==> src/rtl/lcd_timing_generator.sv <==
// lcd_timing_generator: LCD raster timing (tick, sync, data enable) and registered panel pixel output.
// Define LCD_TEST_PATTERN_EN to replace streamer pixels with 8 vertical colour bars.
module lcd_timing_generator #(
  parameter int H_ACTIVE = 800,
  parameter int H_FRONT  = 40,
  parameter int H_SYNC   = 48,
  parameter int H_BACK   = 88,
  parameter int V_ACTIVE = 480,
  parameter int V_FRONT  = 13,
  parameter int V_SYNC   = 3,
  parameter int V_BACK   = 32
) (
  input  logic        clock,
  input  logic        reset,
  output logic        lcd_tick,
  output logic        lcd_next_frame,
  output logic        lcd_data_enable,
  input  logic [7:0]  lcd_red,
  input  logic [7:0]  lcd_green,
  input  logic [7:0]  lcd_blue,
  output logic        panel_pclk,
  output logic        panel_hsync_n,
  output logic        panel_vsync_n,
  output logic        panel_de,
  output logic [23:0] panel_rgb
);
  localparam logic [10:0] HA     = 11'(H_ACTIVE);
  localparam logic [10:0] VA     = 11'(V_ACTIVE);
  localparam logic [10:0] HS_BEG = 11'(H_ACTIVE + H_FRONT);
  localparam logic [10:0] HS_END = 11'(H_ACTIVE + H_FRONT + H_SYNC);
  localparam logic [10:0] VS_BEG = 11'(V_ACTIVE + V_FRONT);
  localparam logic [10:0] VS_END = 11'(V_ACTIVE + V_FRONT + V_SYNC);
  localparam logic [10:0] H_LAST = 11'(H_ACTIVE + H_FRONT + H_SYNC + H_BACK - 1);
  localparam logic [10:0] V_LAST = 11'(V_ACTIVE + V_FRONT + V_SYNC + V_BACK - 1);
  logic        phase;
  logic [10:0] h;
  logic [10:0] v;
  logic        active;
  logic        hs;
  logic        vs;
  logic [23:0] pix;
  assign active          = h < HA && v < VA;
  assign hs              = h >= HS_BEG && h < HS_END;
  assign vs              = v >= VS_BEG && v < VS_END;
  assign lcd_tick        = phase;
  assign lcd_data_enable = active && !reset;
  assign lcd_next_frame  = !reset && !phase && h == '0 && v == VA;
`ifdef LCD_TEST_PATTERN_EN
  logic [2:0] bar;
  logic       unused_pix;
  assign unused_pix = ^{lcd_red, lcd_green, lcd_blue};
  assign bar        = 3'(h / 11'(H_ACTIVE / 8));
  assign pix        = {{8{~bar[1]}}, {8{~bar[2]}}, {8{~bar[0]}}};
`else
  assign pix = {lcd_red, lcd_green, lcd_blue};
`endif
  // panel_pclk is registered so it reads 0 in reset yet equals ~phase afterwards
  always_ff @(posedge clock) begin
    if (reset) begin
      phase         <= 1'b0;
      h             <= '0;
      v             <= '0;
      panel_pclk    <= 1'b0;
      panel_hsync_n <= 1'b1;
      panel_vsync_n <= 1'b1;
      panel_de      <= 1'b0;
      panel_rgb     <= '0;
    end else begin
      phase         <= ~phase;
      panel_pclk    <= phase;
      if (phase) begin
        h <= h == H_LAST ? '0 : h + 11'd1;
        if (h == H_LAST) v <= v == V_LAST ? '0 : v + 11'd1;
      end
      panel_hsync_n <= ~hs;
      panel_vsync_n <= ~vs;
      panel_de      <= active;
      panel_rgb     <= !active ? '0 : !phase ? pix : panel_rgb;
    end
  end
endmodule

==> config.mk <==
export PLATFORM = sky130hd
export DESIGN_NAME = lcd_timing_generator
export DESIGN_NICKNAME = d
export VERILOG_FILES = /design/src/rtl/lcd_timing_generator.sv
export SDC_FILE = /design/constraint.sdc
export NUM_CORES = 1
export LEC_CHECK = 0
export CAP_MARGIN = 30
export CORE_ASPECT_RATIO = 0.5
export CORE_MARGIN = 5
export CORE_UTILIZATION = 45
export DETAILED_ROUTE_END_ITERATION = 12
export GPL_TIMING_DRIVEN = 0
export PLACE_DENSITY = 0.75
export SLEW_MARGIN = 15
export SYNTH_ARGS = -nofsm -noshare
export SYNTH_HDL_FRONTEND = slang
export SYNTH_SLANG_ARGS = --single-unit
==> constraint.sdc <==
create_clock -name clock -period 2.8 [get_ports clock]
set_input_delay 0.56 -clock clock [delete_from_list [all_inputs] [get_ports clock]]
set_output_delay 0.56 -clock clock [all_outputs]
set_load 0.03 [all_outputs]
==> results of run 1 <==
timing repair:
item,4_1_cts,5_1_grt
setup buffers,1,0
gates resized for setup,5,1
setup endpoints to repair,2,1
pin swaps,1,0
power breakdown:
group / internal, W / switching [W] / leakage, nW
combinational: 0.000109 / 0.000115 / 0.622
clock: 0.000186 / 0.000265 / 0.0467
sequential: 0.000754 / 0.0000151 / 0.418
kinds of logic (layout without fill, tap and decap cells):
logic type,count (synthesis),in the layout,share of synthesized area
AO/OA/AOI/OAI,23,23,0.06054
multiplexers,25,25,0.1164
buffers and inverters,20,85,0.03958
adder cells (fa/ha/maj),5,5,0.02910
AND/OR/NAND/NOR,99,99,0.2387
flip-flops,51,51,0.4750
XOR/XNOR,10,10,0.04075
routing by layer:
layer / vias up / part of all wire
met3: 4 / 0.059
met1: 876 / 0.43
li1: 943 / -
met5: - / 0
met2: 38 / 0.50
met4: 0 / 0.0056
through the flow:
step           area, um2  total power (W)    util  setup WS [ns]  hold slack (ns)
2_1_floorplan       2150        0.0009047       -         0.5359           0.4732
3_3_place_gp        2793         0.001006  0.6193        -0.6580           0.4720
3_5_place_dp        2793         0.001011  0.6193        -0.6478           0.4902
4_1_cts             2898         0.001466  0.6426        0.03519           0.5143
5_1_grt             2900         0.001514  0.6432        0.01817           0.5394
6_report            2900         0.001443  0.6432         0.1455           0.5071
cells in the mapped netlist, types with 2 or more instances:
cell / number / area (um2)
a21oi_1: 9 / 45.04
or4_1: 3 / 22.52
dfxtp_1: 51 / 1021
o21ai_0: 9 / 45.04
and4_1: 2 / 17.52
xor2_1: 3 / 26.28
nor4_1: 3 / 18.77
buf_2: 2 / 10.01
nor3_1: 6 / 30.03
nor2b_1: 3 / 18.77
nand4_1: 9 / 56.30
clkbuf_1: 8 / 30.03
mux2i_1: 25 / 250.2
nor2_1: 41 / 153.9
nand2_1: 7 / 26.28
nand3_1: 7 / 35.03
ha_1: 5 / 62.56
nor4b_1: 2 / 17.52
inv_1: 8 / 30.03
xnor2_1: 7 / 61.31
or3_1: 8 / 50.05
worst max-delay path, cell delays in order (launching register included):
cell	delay, ns
dfxtp_1	0.31
clkbuf_1	0.19
or4_1	0.60
nor3_1	0.26
dlygate4sd2_1	0.43
area by class of cell:
type | count | area, um2 | area share
Buffer | 12 | 56.30 | 0.01941
Clock buffer | 5 | 68.82 | 0.02373
Clock inverter | 3 | 27.53 | 0.009491
Inverter | 8 | 30.03 | 0.01035
Multi-Input combinational cell | 162 | 1044 | 0.3598
Sequential cell | 51 | 1021 | 0.3520
Tap cell | 66 | 82.58 | 0.02847
Timing Repair Buffer | 57 | 570.5 | 0.1967
flip-flops by register name (all words and copies together), names as in the netlist:
name and cells:
panel_rgb 24, h 11, v 11, lcd_tick 1
panel_de 1, panel_hsync_n 1, panel_pclk 1, panel_vsync_n 1
worst paths after layout:
| check | startpoint | endpoint |
|---|---|---|
| setup / recovery | v[4]$_SDFFE_PP0P_ | lcd_next_frame |
| hold / removal | panel_rgb[23]$_SDFFE_PP0N_ | panel_rgb[23]$_SDFFE_PP0N_ |
| setup reg to reg | h[0]$_SDFFE_PP0P_ | v[9]$_SDFFE_PP0P_ |
| hold reg to reg | panel_rgb[23]$_SDFFE_PP0N_ | panel_rgb[23]$_SDFFE_PP0N_ |
placed cells by master, fill, tap and decap left out, types with 8 or more instances in the layout:
cell type        Yosys  routed
mux2i_1             25      25
clkdlybuf4s50_1      0      53
dfxtp_1             51      51
or3_1                8       8
o21ai_0              9       9
nand4_1              9       9
inv_1                8       8
a21oi_1              9       9
nor2_1              41      41
==> reports/results.tsv, run 1 <==
metric	value	unit
run status	finished clean	
drt wl/cell	13.15	um
Final Cycle Share	0.9480	
endpoints failing hold	0	
kind of critical path	reg2out	
Fill cells	401	
vias per cell	5.113	
sequential fraction of the synthesis area	0.4750	
crit start category	flop	
GRT Max-Usage Layer	met2	
IO Port Bufs	56	
root buffer cell	clkbuf_8	
Longest Clk Path Bufs	2	
Peak VDD IR	0.3040	mV
Syn Nets	264	
post-layout minimum cycle time	2.655	ns
worst path arrival time	2.09	ns
RSZ-0062 raised after global routing	no	
clock sink total	51	
Lkg Pwr	1.087	nW
asr flop ratio synth	0	
Core Region	4509	um2
endpoints failing setup	0	
worst reg-to-reg setup slack	0.66	ns
Setup crit end kind	primary output	
slew margin rel.	0.5279	
DR pass1 iterations	4	
DIE AREA	6343	um2
Setup Skew	0.009670	ns
first-iteration detailed-routing DRC count	67	
Post-DP HPWL	3655	um
CTS tree	built	
Pwr per Cell Area	497.5	nW/um2
synthesized flop and latch total	51	
Skew-Pair Late Insertion Delay	0.31	ns
# DRC	0	
WP data required	2.24	ns
Layout area overhead	34.92	%
Row Count	17	
final setup TNS	0	ns
GR Util met3	0.05038	
All-Layer GR Usage	0.1641	
Post-synth EDFFs	0	
share of cells above drive strength 1	0.05369	
met1 Use GR	0.1904	
routing usage on met2	0.2977	
Die Width	107.7	um
initial antenna violation count	0	
IO Pins	57	
Hold-fix buffers, CTS	0	
Cells after DPL	355	
vias	1861	
Reg2Reg Depth	7	
clk slew on worst S/H paths	0.10	ns
final antenna-violating net count	0	
vias in the first global route	1905	
Routed WL	4785	um
Mapped Area	2150	um2
# diodes	0	
Synth Instances	233	
Distinct cells, synth	36	
initial core utilization	0.4767	
Die Y	58.87	um
GP Congestion	0.7606	
HP Class	reg2reg	
first-pass GRT wire length	8424	um
Max Cap Viol	0	
Post-Syn Area per Cell	9.226	um2
nets	328	
Slew Limit Fails	0	
Slew @ Worst Pin	0.7081	ns
Peak Freq	376.7	MHz
pin count of the biggest net entering global routing	19	
most common flop cell mapped by yosys	dfxtp_1	
yosys warns	0	
GRT overflow	0	
Hold Path Cell Cnt	2	
H-tree Lvls	2	
Worst Path Max Fanout	10	
Non-Filler Instances	364	
TritonCTS buffer count	5	
Note: power is estimated with default switching activity, not from simulation.
==> run 2, diff against run 1 <==
--- a/config.mk
+++ b/config.mk
@@ -8,10 +8,11 @@
 export CAP_MARGIN = 30
 export CORE_ASPECT_RATIO = 0.5
 export CORE_MARGIN = 5
-export CORE_UTILIZATION = 45
+export CORE_UTILIZATION = 51
 export DETAILED_ROUTE_END_ITERATION = 12
 export GPL_TIMING_DRIVEN = 0
-export PLACE_DENSITY = 0.75
+export MAX_ROUTING_LAYER = met4
+export PLACE_DENSITY = 0.83
 export SLEW_MARGIN = 15
 export SYNTH_ARGS = -nofsm -noshare
 export SYNTH_HDL_FRONTEND = slang
==> reports/results.tsv, run 2 (synthesis results as in run 1) <==
metric	value	unit
Pwr per Cell Area	500.4	nW/um2
endpoints failing setup	0	
Row Count	16	
share of cells above drive strength 1	0.06040	
Reg power frac	0.532	
Slew @ Worst Pin	0.7147	ns
Hold-fix buffers, CTS	0	
final core utilization	0.7268	
Largest regs	panel_rgb x24, h x11, v x11	
worst reg-to-reg setup slack	0.65	ns
vias per cell	5.415	
vias in the first global route	1942	
Skew-Pair Late Insertion Delay	0.32	ns
Cells after DPL	343	
RSZ-0062 raised after global routing	no	
Longest Clk Path Bufs	2	
final antenna-violating net count	0	
Die Y	55.91	um
endpoints failing hold	0	
crit start category	flop	
slew margin rel.	0.5235	
post-layout minimum cycle time	2.620	ns
IO Port Bufs	56	
Hold Startpoint	panel_rgb[12]$_SDFFE_PP0N_	
CP max stage delay	0.44	ns
CP Depth	6	
Reg2Reg Depth	5	
Non-Filler Instances	352	
vias	1906	
worst path arrival time	2.06	ns
WP data required	2.24	ns
HP Class	reg2reg	
Net Switching	0.0004030	W
initial core utilization	0.5396	
TritonCTS buffer count	5	
Power Internal	0.001046	W
Hold Path Cell Cnt	2	
first-pass GRT wire length	8631	um
Most flops, register	panel_rgb	
Bufs and invs on worst path	3	
Setup crit end kind	primary output	
max reg flops	24	
root buffer cell	clkbuf_8	
Final Cycle Share	0.9358	
Max Cap Viol	0	
# diodes	0	
Placement Setup Slack	-0.6134	ns
Worst Path Max Fanout	10	
pin count of the biggest net entering global routing	19	
GP Congestion	0.8308	
worst path cell trace	nor4bb_2 > o21ai_0 > nand4_1 > clkbuf_2 > inv_1 > clkdlybuf4s15_2	
most frequent cells in the layout	clkdlybuf4s50_1, dfxtp_1, nor2_1	
Peak VDD IR	0.3169	mV
Peak Freq	381.7	MHz
Post-DP HPWL	3840	um
run status	finished clean	
CTS tree	built	
commonest non-fill, non-tap cell in the layout	clkdlybuf4s50_1	
CP delay by family, top	buffers and inverters	
drt wl/cell	14.67	um
sw frac	0.2782	
IO Pins	57	
H-tree Lvls	2	
kind of critical path	reg2out	
Core Region	3984	um2
clock sink total	51	
CP max-delay cell	dfxtp_1	
GRT overflow	0	
clk slew on worst S/H paths	0.10	ns
DR pass1 iterations	4	
Hold Crit Endpoint	panel_rgb[12]$_SDFFE_PP0N_	
clock power share	0.311	
initial antenna violation count	0	
first-iteration detailed-routing DRC count	66	
nets	328	
Layout area overhead	34.69	%
reg2reg start	h[7]$_SDFFE_PP0P_	
Lkg Pwr	1.087	nW
# DRC	0	
Logic pwr share	0.157	
Setup Skew	0.01324	ns
All-Layer GR Usage	0.1929	
Hold Slack	0.5103	ns
Routed WL	5164	um
Die Width	101.8	um
Setup WS post-layout	0.1798	ns
DIE AREA	5692	um2
reg2reg end	v[2]$_SDFFE_PP0P_	
Slew Limit Fails	0	
run 2: cell types whose count changed in the layout (fill, tap and decap cells not counted):
cell	change
nor4bb_2	+1
nor4bb_1	-1
inv_6	+1
inv_8	-1
nor4_2	+1
nor4_1	-1
run 2: what timing repair did:
action | 4_1_cts | 5_1_grt
gates resized for setup | 5 | 3
gates cloned | 0 | 0
endpoints found under the setup margin | 2 | 2
buffers inserted | 1 | 0
pin swaps | 1 | 0
run 2: how the worst max path moves through the flow:
stage	startpoint	endpoint
finish	h[8]$_SDFFE_PP0P_	lcd_data_enable
detailed placement	reset	lcd_data_enable
floorplan	v[4]$_SDFFE_PP0P_	lcd_next_frame
global route	h[8]$_SDFFE_PP0P_	lcd_data_enable
global placement	reset	lcd_data_enable
CTS	reset	lcd_data_enable
run 2: final cells by class:
cell class                      instances  area, um2
Buffer                                 12      56.30
Clock buffer                            5      68.82
Clock inverter                          3      25.02
Fill cell                             272       1089
Inverter                                8      30.03
Multi-Input combinational cell        162       1056
Sequential cell                        51       1021
Tap cell                               54      67.56
Timing Repair Buffer                   57      570.5
run 2: through the flow:
step / setup TNS, ns / total power (W) / area, um2
after floorplan: 0 / 0.0009047 / 2150
final: 0 / 0.001449 / 2895
after CTS: 0 / 0.001457 / 2880
after detailed placement: -0.7825 / 0.001014 / 2778
after global placement: -0.7912 / 0.001005 / 2778
after global routing: 0 / 0.001503 / 2895
run 2: metal layers:
metal  share of wire  track usage  up-vias
met3           0.061      0.05632       11
met4           0.015      0.06729        0
met1            0.43       0.2223      904
met5               0            -        -
li1                -            -      936
met2            0.49       0.3206       55
run 2: power groups by stage:
stage | Combinational (W) | Sequential [W] | Clock, W
2_1_floorplan | 0.0000675 | 0.000837 | 0
3_3_place_gp | 0.000221 | 0.000784 | 0
3_5_place_dp | 0.000227 | 0.000787 | 0
4_1_cts | 0.000230 | 0.000771 | 0.000457
5_1_grt | 0.000243 | 0.000774 | 0.000487
6_report | 0.000228 | 0.000771 | 0.000450
run 2: worst register-to-register path, stage by stage, from the launching register on:
cell      delay [ns]
dfxtp_1         0.49
nand3_2         0.16
nor4_1          0.66
a41o_1          0.29
clkbuf_1        0.35
a21oi_1         0.10
==> run 3, diff against run 2 <==
--- a/config.mk
+++ b/config.mk
@@ -5,7 +5,6 @@
 export SDC_FILE = /design/constraint.sdc
 export NUM_CORES = 1
 export LEC_CHECK = 0
-export CAP_MARGIN = 30
 export CORE_ASPECT_RATIO = 0.5
 export CORE_MARGIN = 5
 export CORE_UTILIZATION = 51
@@ -17,3 +16,4 @@
 export SYNTH_ARGS = -nofsm -noshare
 export SYNTH_HDL_FRONTEND = slang
 export SYNTH_SLANG_ARGS = --single-unit
+export TNS_END_PERCENT = 20
==> constraint.sdc (replaced) <==
create_clock -name clock -period 2.8 [get_ports clock]
set_input_delay 0.56 -clock clock [delete_from_list [all_inputs] [get_ports clock]]
set_output_delay 0.56 -clock clock [all_outputs]
set_load 0.05 [all_outputs]
==> reports/results.tsv, run 3 (synthesis results as in run 1) <==
metric	value	unit
Die Y	55.91	um
WP data required	2.24	ns
nets	328	
Lkg Pwr	1.074	nW
Slew @ Worst Pin	0.7050	ns
Post-DP HPWL	3840	um
post-layout minimum cycle time	2.644	ns
pin count of the biggest net entering global routing	19	
clk slew on worst S/H paths	0.10	ns
Peak Freq	378.2	MHz
Setup WS post-layout	0.1556	ns
RSZ-0062 raised after global routing	no	
# DRC	0	
Placement Setup Slack	-0.7461	ns
root buffer cell	clkbuf_8	
Worst Path Max Fanout	10	
IO Pins	57	
Skew-Pair Late Insertion Delay	0.32	ns
most frequent cells in the layout	clkdlybuf4s50_1, dfxtp_1, nor2_1	
post-route design area	2880	um2
Hold Slack	0.5103	ns
HP Class	reg2reg	
endpoints failing setup	0	
worst path cell trace	nor4bb_2 > o21ai_0 > nand4_1 > buf_2 > inv_1 > clkdlybuf4s18_2	
endpoints failing hold	0	
CP max stage delay	0.44	ns
final core utilization	0.7230	
drt wl/cell	14.57	um
clock sink total	51	
Core Region	3984	um2
CP delay by family, top	buffers and inverters	
vias	1906	
vias in the first global route	1942	
Final Cycle Share	0.9444	
CTS tree	built	
initial antenna violation count	0	
final antenna-violating net count	0	
share of cells above drive strength 1	0.06040	
max reg flops	24	
DR pass1 iterations	4	
kind of critical path	reg2out	
slew margin rel.	0.5300	
TritonCTS buffer count	5	
run status	finished clean	
Max Cap Viol	0	
Die Width	101.8	um
Largest regs	panel_rgb x24, h x11, v x11	
GP Congestion	0.8308	
Slew Limit Fails	0	
DIE AREA	5692	um2
first-iteration detailed-routing DRC count	71	
Most flops, register	panel_rgb	
Longest Clk Path Bufs	2	
first-pass GRT wire length	8631	um
Setup crit end kind	primary output	
Setup Skew	0.01299	ns
Fill cells	273	
final setup TNS	0	ns
Pwr per Cell Area	515.9	nW/um2
Routed WL	5129	um
CP max-delay cell	dfxtp_1	
# diodes	0	
Layout area overhead	33.99	%
crit start category	flop	
Peak VDD IR	0.3316	mV
vias per cell	5.415	
Bufs and invs on worst path	3	
All-Layer GR Usage	0.1929	
commonest non-fill, non-tap cell in the layout	clkdlybuf4s50_1	
GRT overflow	0	
Placed Instance Area	2778	um2
Row Count	16	
worst path arrival time	2.08	ns
initial core utilization	0.5396	
H-tree Lvls	2	
IO Port Bufs	56	
run 3: changes by cell type in the layout (fill, tap and decap cells not counted):
cell,before,now
nor4_2,1,0
nor4_1,2,3
clkdlybuf4s18_2,0,1
clkdlybuf4s15_2,1,0
buf_2,2,3
dlymetal6s2s_1,1,0
run 3: per-stage QoR:
stage | power (W) | cells
after floorplan | 0.0009456 | 233
after global placement | 0.001046 | 343
after detailed placement | 0.001055 | 343
after CTS | 0.001497 | 352
after global routing | 0.001543 | 352
final | 0.001486 | 352
run 3: worst reg2reg max path, delay by kind of cell (launching register included):
kind / cells / cell delay, ns
AO/OA/AOI/OAI: 2 / 0.37
buffers and inverters: 1 / 0.34
AND/OR/NAND/NOR: 2 / 0.90
flip-flops: 1 / 0.38
run 3: final timing paths:
kind | start | endpoint | slack [ns] | depth (start not counted)
setup reg to reg | h[4]$_SDFFE_PP0P_ | v[2]$_SDFFE_PP0P_ | 0.66 | 5
setup / recovery | h[8]$_SDFFE_PP0P_ | lcd_data_enable | 0.16 | 6
hold reg to reg | panel_rgb[12]$_SDFFE_PP0N_ | panel_rgb[12]$_SDFFE_PP0N_ | 0.51 | 2
hold / removal | panel_rgb[12]$_SDFFE_PP0N_ | panel_rgb[12]$_SDFFE_PP0N_ | 0.51 | 2
run 3: per-layer routing:
| metal | global-route usage | part of all wire |
|---|---|---|
| met1 | 0.2223 | 0.42 |
| met2 | 0.3206 | 0.49 |
| met3 | 0.05632 | 0.072 |
| met4 | 0.06729 | 0.014 |
| met5 | - | 0 |
run 3: final cells by class:
cell class | count | area, um2 | share of cell area
inverter | 8 | 30.03 | 0.01043
tap | 54 | 67.56 | 0.02346
timing repair buffer | 57 | 561.8 | 0.1950
sequential | 51 | 1021 | 0.3545
multi-input combinational | 162 | 1050 | 0.3645
clock buffer | 5 | 68.82 | 0.02389
buffer | 12 | 56.30 | 0.01955
clock inverter | 3 | 25.02 | 0.008688
run 3: what timing repair did:
| action | 4_1_cts | 5_1_grt |
|---|---|---|
| resized for setup | 7 | 5 |
| hold buffers | 0 | 0 |
| buffers inserted | 1 | 0 |
| pin swaps | 1 | 0 |
| setup endpoints to repair | 2 | 2 |
run 3: report_power, final:
part / total [W] / leakage (nW) / switching [W] / internal (W)
logic: 0.000268 / 0.611 / 0.000159 / 0.000108
registers: 0.000770 / 0.418 / 0.0000165 / 0.000754
clock network: 0.000448 / 0.0452 / 0.000265 / 0.000183
total: 0.00149 / 1.07 / 0.000441 / 0.00104
